File: config.mk
export PLATFORM = sky130hd
export DESIGN_NAME = gf_mac_pipe_flat
export DESIGN_NICKNAME = d
export VERILOG_FILES = /design/src/rtl/gf_mac_pipe_pkg.sv /design/src/rtl/gf_mac_pipe_if.sv /design/src/rtl/gf_mac_pipe_mul.sv /design/src/rtl/gf_mac_pipe.sv /design/src/flat_wrapper.sv
export SDC_FILE = /design/constraint.sdc
export NUM_CORES = 1
export LEC_CHECK = 0
export CAP_MARGIN = 25
export CORE_MARGIN = 5
export CORE_UTILIZATION = 50
export CTS_CLUSTER_SIZE = 12
export DETAILED_ROUTE_END_ITERATION = 7
export HOLD_SLACK_MARGIN = 0.15
export PLACE_DENSITY = 0.73
export RECOVER_POWER = 50
export REMOVE_ABC_BUFFERS = 1
export SETUP_SLACK_MARGIN = 0.15
export SLEW_MARGIN = 5
export SYNTH_ARGS = -nofsm -noshare
export SYNTH_HDL_FRONTEND = slang
export SYNTH_SLANG_ARGS = --single-unit
File: constraint.sdc
create_clock -name clock -period 1.9 [get_ports clock]
set_clock_uncertainty 0.1 [all_clocks]
set_input_delay 0.285 -clock clock [delete_from_list [all_inputs] [get_ports clock]]
set_output_delay 0.285 -clock clock [all_outputs]
set_load 0.02 [all_outputs]
File: src/rtl/gf_mac_pipe_pkg.sv
`default_nettype none
// ----------------------------------------------------------------------------
// gf_pkg: shared GF(2^M) types, defaults and carry-less helpers for gf_mac_pipe.
// Rev 1.0
// ----------------------------------------------------------------------------
package gf_pkg;

  localparam int          GF_M_DEFAULT    = 8;
  localparam int unsigned GF_POLY_DEFAULT = 32'h11D;
  localparam int          GF_MAX_M        = 16;

  typedef enum logic [1:0] {
    MUL    = 2'd0,
    MAC    = 2'd1,
    HORNER = 2'd2,
    RSVD   = 2'd3
  } gf_mode_e;

  typedef logic [GF_MAX_M-1:0]   gf_sym_t;
  typedef logic [2*GF_MAX_M-2:0] gf_prod_t;
  typedef logic [GF_MAX_M:0]     gf_poly_t;

  function automatic gf_prod_t gf_clmul(input gf_sym_t a, input gf_sym_t b);
    gf_prod_t p;
    p = '0;
    for (int i = 0; i < GF_MAX_M; i++) begin
      if (b[i]) p = p ^ (gf_prod_t'(a) << i);
    end
    return p;
  endfunction

  // Long division from the top bit down; bits at or above m end up cleared.
  function automatic gf_sym_t gf_reduce(input gf_prod_t p, input gf_poly_t poly, input int m);
    gf_prod_t r;
    r = p;
    for (int i = 2*GF_MAX_M-2; i >= 0; i--) begin
      if ((i >= m) && r[i]) r = r ^ (gf_prod_t'(poly) << (i - m));
    end
    return r[GF_MAX_M-1:0];
  endfunction

endpackage
`default_nettype wire

File: src/rtl/gf_mac_pipe_if.sv
`default_nettype none
// ----------------------------------------------------------------------------
// gf_mac_pipe_if: operand/result handshake bundle for gf_mac_pipe.
// Rev 1.0
// ----------------------------------------------------------------------------
interface gf_mac_pipe_if #(
  parameter int M = gf_pkg::GF_M_DEFAULT
);
  logic         in_valid;
  logic         in_ready;
  logic [M-1:0] in_a;
  logic [M-1:0] in_b;
  logic [1:0]   in_mode;
  logic         in_last;
  logic         out_valid;
  logic         out_ready;
  logic [M-1:0] out_y;
  logic         busy;

  modport master (
    output in_valid, in_a, in_b, in_mode, in_last, out_ready,
    input  in_ready, out_valid, out_y, busy
  );

  modport slave (
    input  in_valid, in_a, in_b, in_mode, in_last, out_ready,
    output in_ready, out_valid, out_y, busy
  );
endinterface
`default_nettype wire

File: src/rtl/gf_mac_pipe_mul.sv
`default_nettype none
// ----------------------------------------------------------------------------
// gf_mul_comb: combinational (a*b ^ c) mod POLY over GF(2^M); c is unreduced.
// Rev 1.0
// ----------------------------------------------------------------------------
module gf_mul_comb import gf_pkg::*; #(
  parameter int          M    = GF_M_DEFAULT,
  parameter int unsigned POLY = GF_POLY_DEFAULT
) (
  input  logic [M-1:0]   a_i,
  input  logic [M-1:0]   b_i,
  input  logic [2*M-2:0] c_i,
  output logic [M-1:0]   p_o
);
  localparam gf_poly_t POLY_W = gf_poly_t'(POLY);

  always_comb begin
    p_o = M'(gf_reduce(gf_clmul(gf_sym_t'(a_i), gf_sym_t'(b_i)) ^ gf_prod_t'(c_i), POLY_W, M));
  end
endmodule
`default_nettype wire

File: src/rtl/gf_mac_pipe.sv
`default_nettype none
// ----------------------------------------------------------------------------
// gf_mac_pipe: 2-stage GF(2^M) MUL/MAC pipe; HORNER mode only with GF_MAC_HORNER_EN.
// Rev 1.0
// ----------------------------------------------------------------------------
module gf_mac_pipe import gf_pkg::*; #(
  parameter int          M    = GF_M_DEFAULT,
  parameter int unsigned POLY = GF_POLY_DEFAULT
) (
  input  logic            clock,
  input  logic            reset,
  gf_mac_pipe_if.slave    bus
);
  localparam int       PW     = 2*M-1;
  localparam gf_poly_t POLY_W = gf_poly_t'(POLY);

  if ((M < 3) || (M > GF_MAX_M)) begin : g_bad_m
    $error("gf_mac_pipe: M must lie in 3..16");
  end
  if (POLY_W[M] != 1'b1) begin : g_bad_poly
    $error("gf_mac_pipe: POLY bit M must be set");
  end

  logic          s1_valid_q, s1_valid_d;
  logic [PW-1:0] s1_prod_q,  s1_prod_d;
  logic [M-1:0]  s1_a_q,     s1_a_d;
  logic [M-1:0]  s1_b_q,     s1_b_d;
  gf_mode_e      s1_mode_q,  s1_mode_d;
  logic          s1_last_q,  s1_last_d;
  logic [M-1:0]  acc_q,      acc_d;
  logic [M-1:0]  out_y_q,    out_y_d;
  logic          out_valid_q, out_valid_d;
  logic          busy_q,     busy_d;
  logic          grp_open_q, grp_open_d;
  gf_mode_e      grp_mode_q, grp_mode_d;

  logic          adv, accept, retire, emit;
  gf_mode_e      req_mode, eff_mode;
  logic [M-1:0]  red_y, stage_y;

  // One shared advance: the output register gates every stage.
  assign adv           = !out_valid_q || bus.out_ready;
  assign bus.in_ready  = !reset && adv;
  assign accept        = bus.in_valid && bus.in_ready;
  assign retire        = adv && s1_valid_q;
  assign bus.out_valid = out_valid_q;
  assign bus.out_y     = out_y_q;
  assign bus.busy      = busy_q;

  gf_mul_comb #(.M(M), .POLY(POLY)) u_reduce (
    .a_i ('0),
    .b_i ('0),
    .c_i (s1_prod_q),
    .p_o (red_y)
  );

`ifdef GF_MAC_HORNER_EN
  logic [M-1:0] horner_y;

  gf_mul_comb #(.M(M), .POLY(POLY)) u_horner (
    .a_i (acc_q),
    .b_i (s1_b_q),
    .c_i (PW'(s1_a_q)),
    .p_o (horner_y)
  );
`else
  logic unused_ab;
  assign unused_ab = ^{s1_a_q, s1_b_q};
`endif

  always_comb begin
    req_mode = gf_mode_e'(bus.in_mode);
    if (req_mode == RSVD) req_mode = MUL;
`ifndef GF_MAC_HORNER_EN
    if (req_mode == HORNER) req_mode = MUL;
`endif
    eff_mode = grp_open_q ? grp_mode_q : req_mode;

    case (s1_mode_q)
      MAC:     stage_y = acc_q ^ red_y;
`ifdef GF_MAC_HORNER_EN
      HORNER:  stage_y = horner_y;
`endif
      default: stage_y = red_y;
    endcase
    emit = (s1_mode_q == MUL) || s1_last_q;
  end

  always_comb begin
    s1_valid_d  = s1_valid_q;
    s1_prod_d   = s1_prod_q;
    s1_a_d      = s1_a_q;
    s1_b_d      = s1_b_q;
    s1_mode_d   = s1_mode_q;
    s1_last_d   = s1_last_q;
    acc_d       = acc_q;
    out_y_d     = out_y_q;
    out_valid_d = out_valid_q;
    busy_d      = busy_q;
    grp_open_d  = grp_open_q;
    grp_mode_d  = grp_mode_q;

    if (accept && (eff_mode != MUL)) begin
      grp_open_d = !bus.in_last;
      grp_mode_d = bus.in_last ? MUL : eff_mode;
    end

    if (adv) begin
      s1_valid_d  = accept;
      out_valid_d = s1_valid_q && emit;
      if (accept) begin
        s1_prod_d = PW'(gf_clmul(gf_sym_t'(bus.in_a), gf_sym_t'(bus.in_b)));
        s1_a_d    = bus.in_a;
        s1_b_d    = bus.in_b;
        s1_mode_d = eff_mode;
        s1_last_d = bus.in_last;
      end
    end

    if (retire) begin
      if (s1_mode_q != MUL) acc_d = s1_last_q ? '0 : stage_y;
      if (emit) out_y_d = stage_y;
    end

    // A new group opening wins over the old one retiring in the same cycle.
    if (accept && (eff_mode != MUL) && !bus.in_last) begin
      busy_d = 1'b1;
    end else if (retire && (s1_mode_q != MUL) && s1_last_q) begin
      busy_d = 1'b0;
    end
  end

  always_ff @(posedge clock) begin
    if (reset) begin
      s1_valid_q  <= 1'b0;
      s1_prod_q   <= '0;
      s1_a_q      <= '0;
      s1_b_q      <= '0;
      s1_mode_q   <= MUL;
      s1_last_q   <= 1'b0;
      acc_q       <= '0;
      out_y_q     <= '0;
      out_valid_q <= 1'b0;
      busy_q      <= 1'b0;
      grp_open_q  <= 1'b0;
      grp_mode_q  <= MUL;
    end else begin
      s1_valid_q  <= s1_valid_d;
      s1_prod_q   <= s1_prod_d;
      s1_a_q      <= s1_a_d;
      s1_b_q      <= s1_b_d;
      s1_mode_q   <= s1_mode_d;
      s1_last_q   <= s1_last_d;
      acc_q       <= acc_d;
      out_y_q     <= out_y_d;
      out_valid_q <= out_valid_d;
      busy_q      <= busy_d;
      grp_open_q  <= grp_open_d;
      grp_mode_q  <= grp_mode_d;
    end
  end
endmodule
`default_nettype wire
File: src/flat_wrapper.sv
// flat-port wrapper written by rule: the top's interface ports become plain ports
module gf_mac_pipe_flat import gf_pkg::*;
#(
  parameter int          M    = GF_M_DEFAULT,
  parameter int unsigned POLY = GF_POLY_DEFAULT
)
  (clock, reset, bus_in_valid, bus_in_a, bus_in_b, bus_in_mode, bus_in_last, bus_out_ready, bus_in_ready, bus_out_valid, bus_out_y, bus_busy);
  gf_mac_pipe_if #(.M(M)) bus_i ();
  input  logic clock;
  input  logic reset;
  input wire logic [$bits(bus_i.in_valid)-1:0] bus_in_valid;
  input wire logic [$bits(bus_i.in_a)-1:0] bus_in_a;
  input wire logic [$bits(bus_i.in_b)-1:0] bus_in_b;
  input wire logic [$bits(bus_i.in_mode)-1:0] bus_in_mode;
  input wire logic [$bits(bus_i.in_last)-1:0] bus_in_last;
  input wire logic [$bits(bus_i.out_ready)-1:0] bus_out_ready;
  output wire logic [$bits(bus_i.in_ready)-1:0] bus_in_ready;
  output wire logic [$bits(bus_i.out_valid)-1:0] bus_out_valid;
  output wire logic [$bits(bus_i.out_y)-1:0] bus_out_y;
  output wire logic [$bits(bus_i.busy)-1:0] bus_busy;
  assign bus_i.in_valid = bus_in_valid;
  assign bus_i.in_a = bus_in_a;
  assign bus_i.in_b = bus_in_b;
  assign bus_i.in_mode = bus_in_mode;
  assign bus_i.in_last = bus_in_last;
  assign bus_i.out_ready = bus_out_ready;
  assign bus_in_ready = bus_i.in_ready;
  assign bus_out_valid = bus_i.out_valid;
  assign bus_out_y = bus_i.out_y;
  assign bus_busy = bus_i.busy;
  gf_mac_pipe #(.M(M), .POLY(POLY)) u_core (.clock(clock), .reset(reset), .bus(bus_i));
endmodule
==> impl_metrics.tcl <==
set metrics [dict create \
    outcome "completed" \
    combPwrFrac_pct 35.8 \
    place_ws_ns -0.00619 \
    synth_top_area_share_pct 30.7 \
    insertion_delay_ns 0.29 \
    drt_wl_total_um 5360 \
    path_cells "dlygate4sd3_1 > nor2b_1 > nor2_1 > dlygate4sd2_1" \
    wire_per_inst_um 12.1 \
    finalSetupTns_ns 0 \
    clkTransAtPathRegs_ns 0.08 \
    regToRegStartpoint "u_core.s1_prod_q[14]" \
    post-route-util_pct 62.9 \
    numCtsBuffers 5 \
    yosysUniqueCellTypes 27 \
    power.density_nw_per_um2 762 \
    fin_crit_sh_pct 91.2 \
    hold_depth 2 \
    p_sw_mw 0.772 \
    irDropWorstVdd_mv 0.297 \
    yosysTopAreaCell "dfxtp_1" \
    slew_violations 0 \
    synth_area_leaders "dfxtp_1, xnor2_1, nand2_1" \
    p_clk_share_pct 23.9 \
    drt_iter0_drc 95 \
    row_count 26 \
    syn_area_um2 2600 \
    finalPower_mw 2.43 \
    maxCapViolations 0 \
    wl_met3_um 246 \
    area_growth_pct 22.5 \
    power.leakage_nw 1.23 \
    fin_ws_ns 0.166 \
    netSwitchingFraction_pct 31.8 \
    seqPwrFrac_pct 40.2 \
    hold_end "u_core.acc_q[1]" \
    critical_path_class "primary input to output port" \
    dieArea_um2 6750 \
    grt_first_pass_wirelength_um 9380 \
    worstSetupStartpointType "primary input" \
    hold_ws_ns 0.383 \
    drt-vias-per-instance 5.01 \
    final_cell_area_um2 3190 \
    reg2reg_slack_ns 0.28 \
    wl_met2_um 2660 \
    nets 394 \
    grt_usage_pct 17.6 \
    ios 34 \
    antenna_found_initial 0 \
    grt_max_degree 41 \
    min_period_ns 1.73 \
    synthCells 336 \
    yosysSeqAreaShare_pct 30.7 \
    reg2reg_depth 5 \
    slew_headroom_pct 51.7 \
    placed_cells 434 \
    fp.dieW_um 82.2 \
    drc 0 \
    tightest_slew_ns 0.725 \
    firstDrtPassIters 4 \
    wl_met1_um 2340 \
    cts_hold_buffers 0 \
    highest-signal-layer "met4" \
    dp_hpwl_um 4110 \
    reg2reg_to "u_core.acc_q[2]" \
    grt_overflow 0 \
    slowest_stage "dlygate4sd3_1" \
    port_buffers 33 \
    ys_seq_elements 40 \
    hp-class "flip-flop to flip-flop" \
    grt_pass1_vias 2110 \
    drive_gt1_share_pct 8.87 \
    finalSetupViolations 0 \
    cts_num_sinks 40 \
    cp-end-kind "output port" \
    fp.dieH_um 82.2 \
    max_freq_mhz 577 \
    cts_tree "yes" \
    critical_path_arrival_ns 1.35 \
    clock_path_buffers 2 \
    final_cell_count_no_fill 442 \
    post-cts-setup-buffers 0 \
    diodes 0 \
    ant_nets 0 \
    ys_warn_count 0 \
    gp_congestion 0.840 \
    cts-htree-levels 2 \
    critPathMaxStageDelay_ns 0.54 \
    required_ns 1.51 \
    hold_start "u_core.acc_q[1]" \
    hold_viol_final 0 \
    start_util_pct 51.3 \
    rsz0062_at_grt "true" \
    syn_area_per_cell_um2 7.75 \
    post_dp_cell_area_um2 3100 \
    worstPathMaxFanout 2 \
    internal-power_mw 1.66 \
    core-area_um2 5070 \
    num_vias 2216 \
    root_buffer "clkbuf_8" \
]
## worst max path at each step
stage,end,from,slack (ns),cells past startpoint
detailed placement,bus_in_ready,bus_out_ready,-0.006,4
CTS,u_core.acc_q[2],u_core.s1_prod_q[14],0.20,5
finish,bus_in_ready,bus_out_ready,0.17,4
global placement,u_core.s1_prod_q[10],bus_in_b[4],0.01,6
floorplan,u_core.acc_q[2],u_core.s1_mode_q[0],0.13,5
global route,u_core.bus.out_y[1],u_core.s1_mode_q[0],0.08,6
## kinds of logic (layout without fill, tap and decap cells)
logic type / after synthesis / count (layout) / synth area share [%]
multiplexers: 8 / 8 / 3.07
buffers and inverters: 30 / 66 / 5.00
flip-flops: 40 / 40 / 30.7
AND/OR/NAND/NOR: 135 / 135 / 23.8
AO/OA/AOI/OAI: 42 / 42 / 9.13
XOR/XNOR: 81 / 81 / 28.3
## flip-flops by register name, indices dropped and copies added (netlist names)
register and count:
u_core.s1_prod_q 15, u_core.bus.busy 1, u_core.grp_open_q 1, u_core.s1_valid_q 1, u_core.acc_q 8, u_core.s1_last_q 1
u_core.bus.out_valid 1, u_core.s1_mode_q 2, u_core.bus.out_y 8, u_core.grp_mode_q 2
## worst max-delay path: cells and delay by family
family                 cells  cell delay, ns
and+or+nand+nor            2            0.21
buffers and inverters      2            0.86
## cells in the mapped netlist (all sizes together)
| cell type | instances |
|---|---|
| nand2 | 77 |
| xnor2 | 61 |
| dfxtp | 40 |
| nor2 | 21 |
| xor2 | 18 |
| a21oi | 17 |
| nand3b | 17 |
| clkbuf | 15 |
| o21ai | 15 |
| buf | 14 |
| mux2i | 8 |
| nand3 | 6 |
| a22oi | 4 |
| nand2b | 3 |
| nor2b | 3 |
| nor3b | 3 |
| nor4 | 3 |
| nor3 | 2 |
| xnor3 | 2 |
| a211o | 1 |
| a211oi | 1 |
| a2bb2oi | 1 |
| inv | 1 |
| o211ai | 1 |
| o21bai | 1 |
| o31ai | 1 |
## placed cells by master (no fill, tap or decap), drive strengths merged
cell type,count
dlygate4sd3,4
o21bai,1
buf,21
dlygate4sd2,1
nor2,21
a2bb2oi,1
clkbuf,9
a211oi,1
xnor3,2
clkinv,2
a21oi,17
nor2b,3
xnor2,61
o21ai,15
nand2,77
clkdlybuf4s50,28
dfxtp,40
a22oi,4
o31ai,1
nor4,3
a211o,1
nand2b,3
nand3,6
nor3,2
o211ai,1
mux2i,8
xor2,18
nor3b,3
nand3b,17
inv,1
## per-layer routing
| layer | global-route usage (%) | up-vias |
|---|---|---|
| met5 | 0 | - |
| met4 | 7.81 | 0 |
| met3 | 3.36 | 10 |
| met2 | 31.8 | 60 |
| met1 | 19.9 | 997 |
| li1 | - | 1149 |
## layout make-up
cell class,count,area (µm²)
clock inverters,2,10.0
clock buffers,6,82.6
flip-flops and latches,40,801
repair buffers,57,526
well taps,70,87.6
inverters,1,3.75
multi-input cells,266,1680
fillers,474,1880
## timing repair
item | 4_1_cts | 5_1_grt
pin swaps | 0 | 0
resized for setup | 1 | 1
endpoints found under the setup margin | 1 | 2
## power by group through the flow
stage	clock network [mW]	registers [mW]	logic, mW
after floorplan	0	1.02	0.576
after global placement	0	0.996	0.862
after detailed placement	0	0.998	0.877
after CTS	0.592	0.979	0.882
after global routing	0.628	0.990	0.962
final	0.581	0.978	0.872
Note: power is estimated with default switching activity, not from simulation.
